[src/rtl/fp_pkg.sv]
// Shared widths and field positions for the floating-point adder datapath.
// Extended significand layout: {hidden, fraction, G, R, S}, sticky at bit 0.
package fp_pkg;

   localparam int SIG_BITS = 23;
   localparam int EXP_BITS = 8;
   localparam int W        = SIG_BITS + 4;

   localparam int GUARD  = 2;
   localparam int ROUND  = 1;
   localparam int STICKY = 0;

   typedef logic [W-1:0] sig_ext_t;

   // Shift bits that actually steer the barrel; any bit above these saturates.
   function automatic int stage_count(input int exp_bits, input int w);
      int shw;
      shw = $clog2(w);
      return (exp_bits < shw) ? exp_bits : shw;
   endfunction

endpackage

[src/rtl/sticky_mask.sv]
// Purpose: OR of every significand bit a right shift would discard, saturating at shift >= W.
// Latency: combinational. Backpressure: none.
module sticky_mask
   import fp_pkg::*;
#(
   parameter int SIG_BITS = fp_pkg::SIG_BITS,
   parameter int EXP_BITS = fp_pkg::EXP_BITS
) (
   input  logic [SIG_BITS+3:0] i_sig2,
   input  logic [EXP_BITS-1:0] i_shift,
   output logic                o_lost
);

   localparam int W   = SIG_BITS + 4;
   localparam int NST = stage_count(EXP_BITS, W);

   logic         w_sat;
   logic [W-1:0] w_mask;

   if (EXP_BITS >= $clog2(W)) begin : g_sat
      localparam logic [EXP_BITS:0] W_LIM = (EXP_BITS+1)'(W);
      assign w_sat = ({1'b0, i_shift} >= W_LIM);
   end else begin : g_nosat
      assign w_sat = 1'b0;
   end

   // Mask covers bit positions [shift-1:0], the ones falling off the LSB end.
   assign w_mask = w_sat ? {W{1'b1}} : ~({W{1'b1}} << i_shift[NST-1:0]);
   assign o_lost = |(i_sig2 & w_mask);

endmodule

[src/rtl/align_significands.sv]
// Purpose: right-align the smaller operand's extended significand by the exponent difference (ALIGN_STICKY_EN folds lost bits into sticky).
// Latency: 1 cycle, one result per in_valid, back-to-back supported.
// Backpressure: none; output holds between valids.
module align_significands
   import fp_pkg::*;
#(
   parameter int SIG_BITS = fp_pkg::SIG_BITS,
   parameter int EXP_BITS = fp_pkg::EXP_BITS
) (
   input  logic                clk,
   input  logic                rst_n,
   input  logic                in_valid,
   input  logic [SIG_BITS+3:0] sig2,
   input  logic [EXP_BITS-1:0] shift,
   output logic                out_valid,
   output logic [SIG_BITS+3:0] sig2_aligned
);

   localparam int W   = SIG_BITS + 4;
   localparam int NST = stage_count(EXP_BITS, W);

   logic         w_sat;
   logic [W-1:0] w_stage [0:NST];
   logic [W-1:0] w_shifted;
   logic [W-1:0] w_result;
   logic         r_out_valid;
   logic [W-1:0] r_sig2_aligned;

   // Shift amounts at or beyond W must not wrap through the truncated barrel controls.
   if (EXP_BITS >= $clog2(W)) begin : g_sat
      localparam logic [EXP_BITS:0] W_LIM = (EXP_BITS+1)'(W);
      assign w_sat = ({1'b0, shift} >= W_LIM);
   end else begin : g_nosat
      assign w_sat = 1'b0;
   end

   assign w_stage[0] = sig2;

   for (genvar i = 0; i < NST; i++) begin : g_barrel
      assign w_stage[i+1] = shift[i] ? (w_stage[i] >> (1 << i)) : w_stage[i];
   end

   assign w_shifted = w_sat ? '0 : w_stage[NST];

`ifdef ALIGN_STICKY_EN
   logic w_lost;

   sticky_mask #(
      .SIG_BITS (SIG_BITS),
      .EXP_BITS (EXP_BITS)
   ) u_sticky_mask (
      .i_sig2  (sig2),
      .i_shift (shift),
      .o_lost  (w_lost)
   );

   assign w_result = {w_shifted[W-1:STICKY+1], w_shifted[STICKY] | w_lost};
`else
   assign w_result = w_shifted;
`endif

   always_ff @(posedge clk or negedge rst_n) begin
      if (!rst_n) begin
         r_out_valid    <= 1'b0;
         r_sig2_aligned <= '0;
      end else begin
         r_out_valid <= in_valid;
         if (in_valid) begin
            r_sig2_aligned <= w_result;
         end
      end
   end

   assign out_valid    = r_out_valid;
   assign sig2_aligned = r_sig2_aligned;

endmodule

[config.mk]
export PLATFORM = sky130hd
export DESIGN_NAME = align_significands
export DESIGN_NICKNAME = d
export VERILOG_FILES = /design/src/rtl/fp_pkg.sv /design/src/rtl/sticky_mask.sv /design/src/rtl/align_significands.sv
export SDC_FILE = /design/constraint.sdc
export NUM_CORES = 1
export LEC_CHECK = 0
export ABC_CLOCK_PERIOD_IN_PS = 1400
export CAP_MARGIN = 10
export CORE_MARGIN = 10
export CORE_UTILIZATION = 28
export CTS_CLUSTER_DIAMETER = 60
export DETAILED_ROUTE_END_ITERATION = 10
export HOLD_SLACK_MARGIN = 0.1
export PLACE_DENSITY = 0.63
export SLEW_MARGIN = 0
export SYNTH_ARGS = -nofsm -noshare
export SYNTH_HDL_FRONTEND = slang
export SYNTH_SLANG_ARGS = --single-unit
[constraint.sdc]
create_clock -name clk -period 1.4 [get_ports clk]
set_input_delay 0.42 -clock clk [delete_from_list [all_inputs] [get_ports clk]]
set_output_delay 0.42 -clock clk [all_outputs]
set_load 0.01 [all_outputs]
==> results.yml <==
timing:
  worstMarginPinSlew_ns: 0.3730
  fmax_mhz: 581.0
  slew_headroom_pct: 74.94
  post-route-period-util_pct: 122.9
  finalHoldViolations: 0
  setup_slack_ns: -0.3211
  slew_viol_final: 0
  rsz0062_at_grt: "true"
  period_minus_slack_ns: 1.721
  setup_viol: 28
  fin_skew_ns: 0
drt:
  drc: 0
  wl_um: 10670
  drt-wirelength-per-cell_um: 21.09
  vias: 2831
  drtIter0Drc: 157
  first_pass_iters: 5
  viasPerCell: 5.595
  antenna_left: 0
yosys:
  synth.area.top_cells: "dfrtp_1 28%, mux4_2 18%, mux2i_1 10%"
  syn_area_mm2: 0.002495
  synthArstFlopShare_pct: 100.0
  synth.yosys.seq_area_share_pct: 28.08
  avgSynthCellArea_um2: 10.94
  yosysMostFrequentCell: "dfrtp_1"
  netlist.area_leader.share_pct: 28.08
  synth_nets: 266
  ys_top_cells_by_count: "28 x dfrtp_1, 26 x mux2i_1, 20 x mux4_2, 14 x nand2_1, 12 x nor2_1"
  synth.distinct_cells: 53
  ys_dominant_reg_cell: "dfrtp_1"
  yosysWarnings: 0
  synth_largest_area_cell: "dfrtp_1"
  syn_inst: 228
  ys_ff_latch: 28
  synth_edf_count: 0
die:
  start_util_pct: 28.75
  io_pins: 66
  dieWidth_um: 114.4
  dieArea_mm2: 0.01309
  core_mm2: 0.008678
  die_h_um: 114.4
  rows: 34
clock_network:
  clk_latency_ns: 0.28
  numCtsBuffers: 3
  cts_tree: "yes"
  cts.path.max_buffers: 2
  cts_max_level: 1
  cts.sinks: 28
  clk_pin_slew_ns: 0.10
  ctsHoldBuffers: 0
  root_buffer: "clkbuf_8"
grt:
  gr-total-overflow: 0
  antenna_found_initial: 0
  grt_pass1_vias: 2963
  grt_max_degree: 29
  track_usage_pct: 15.71
  grt_pass1_wl_um: 16440
final_layout:
  multi_input_area_mm2: 0.002038
  final_util_pct: 53.39
  fin_area_mm2: 0.004633
  n_fill_cell: 802
  final_nets: 438
  areaGrowthSynthToFinish_pct: 85.71
  fin_cells: 506
  antenna_cells: 0
  post_route_cells_drive_above_1_share_pct: 53.77
  seqCellArea_um2: 700.7
job:
  drv_cap: 0
worst_setup_path:
  crit_type: "in -> reg"
  crit_required_ns: 1.57
  end_kind: "flip-flop"
  critPathArrivalTime_ns: 1.89
  worstSetupStartpointType: "input pin"
  worstPathMaxFanout: 5
min_path:
  hold_path.class: "in -> reg"
place:
  hpwl_um: 8082
  gp_congestion: 0.9196
  dp.cells: 466
  postPlaceCellArea_mm2: 0.003929
  io_buffers: 65
  dp_slack_ns: -0.9358
power_and_ir_drop:
  max-vdd-ir-drop_mv: 0.2615
  power_density_mw_per_mm2: 534.2
  power_leakage_nw: 2.076
  power_mw: 2.475
run_status:
  violations: "setup timing"
  status: "finished with violations"
## stage by stage
stage,hold WS (ns),setup TNS [ns]
floorplan,0.1244,-5.731
detailed placement,0.4768,-20.67
global placement,0.4741,-19.63
finish,0.4559,-4.685
global route,0.4725,-5.783
CTS,0.4428,-3.918
## final cells by class
cell class / count / share of cell area (%)
Timing Repair Buffer: 183 / 36.51
Tap cell: 108 / 2.917
Inverter: 7 / 0.5671
Multi-Input combinational cell: 177 / 43.99
Clock buffer: 3 / 0.8912
Sequential cell: 28 / 15.12
## layout by cell type, fill, tap and decap left out, types with 7 or more instances in the layout
cell type,netlist,final
buf_4,0,85
dlygate4sd2_1,0,28
dfrtp_1,28,28
buf_6,3,23
mux4_2,20,21
clkdlybuf4s15_1,0,21
nand2_1,14,11
mux2i_4,0,10
mux2i_1,26,10
nor2_1,12,8
a22oi_1,7,7
mux2_4,3,7
mux2i_2,1,7
buf_12,0,7
## path summary, 6_finish.rpt
check / startpoint / to / slack [ns] / cells past startpoint
setup reg to reg: sig2_aligned[6] / sig2_aligned[6] / 0.21 / 3
max in group asynchronous: rst_n / sig2_aligned[6] / 0.73 / 2
hold reg to reg: sig2_aligned[13] / sig2_aligned[13] / 0.50 / 2
hold / removal: in_valid / out_valid / 0.46 / 2
setup / recovery: sig2[24] / sig2_aligned[17] / -0.32 / 5
min in group asynchronous: rst_n / sig2_aligned[17] / 0.51 / 2
## critical path: stages
cell and delay (ns):
clkdlybuf4s15_2 0.24, mux4_2 0.53, mux2_4 0.30, and2_4 0.16
a221o_1 0.25
## cells by family after synthesis
logic type | Yosys count | share of synthesized area (%)
compound gates | 54 | 17.60
buf+inv | 23 | 4.563
flops | 28 | 28.08
mux | 61 | 36.41
simple gates | 62 | 13.34
## what timing repair did
action | in CTS | in global routing
resized for setup | 159 | 38
cloned | 2 | 0
buffers inserted | 15 | 22
pin swaps | 18 | 9
setup endpoints to repair | 55 | 48
## per-layer routing
layer  track usage, %  share of wire [%]
met3            2.778                8.4
met2            25.97                 49
met5                0                  0
met4            5.096                1.8
met1            20.18                 40
## state kept, by name, summed over array words and instances, names as in the netlist
name and flops:
sig2_aligned 27, out_valid 1
## where the power goes
part / switching [mW] / internal [mW] / total (mW) / leakage (nW)
combinational: 0.541 / 0.643 / 1.18 / 1.67
clock: 0.256 / 0.194 / 0.450 / 0.0216
sequential: 0.0120 / 0.829 / 0.841 / 0.386
Note: power is estimated with default switching activity, not from simulation.
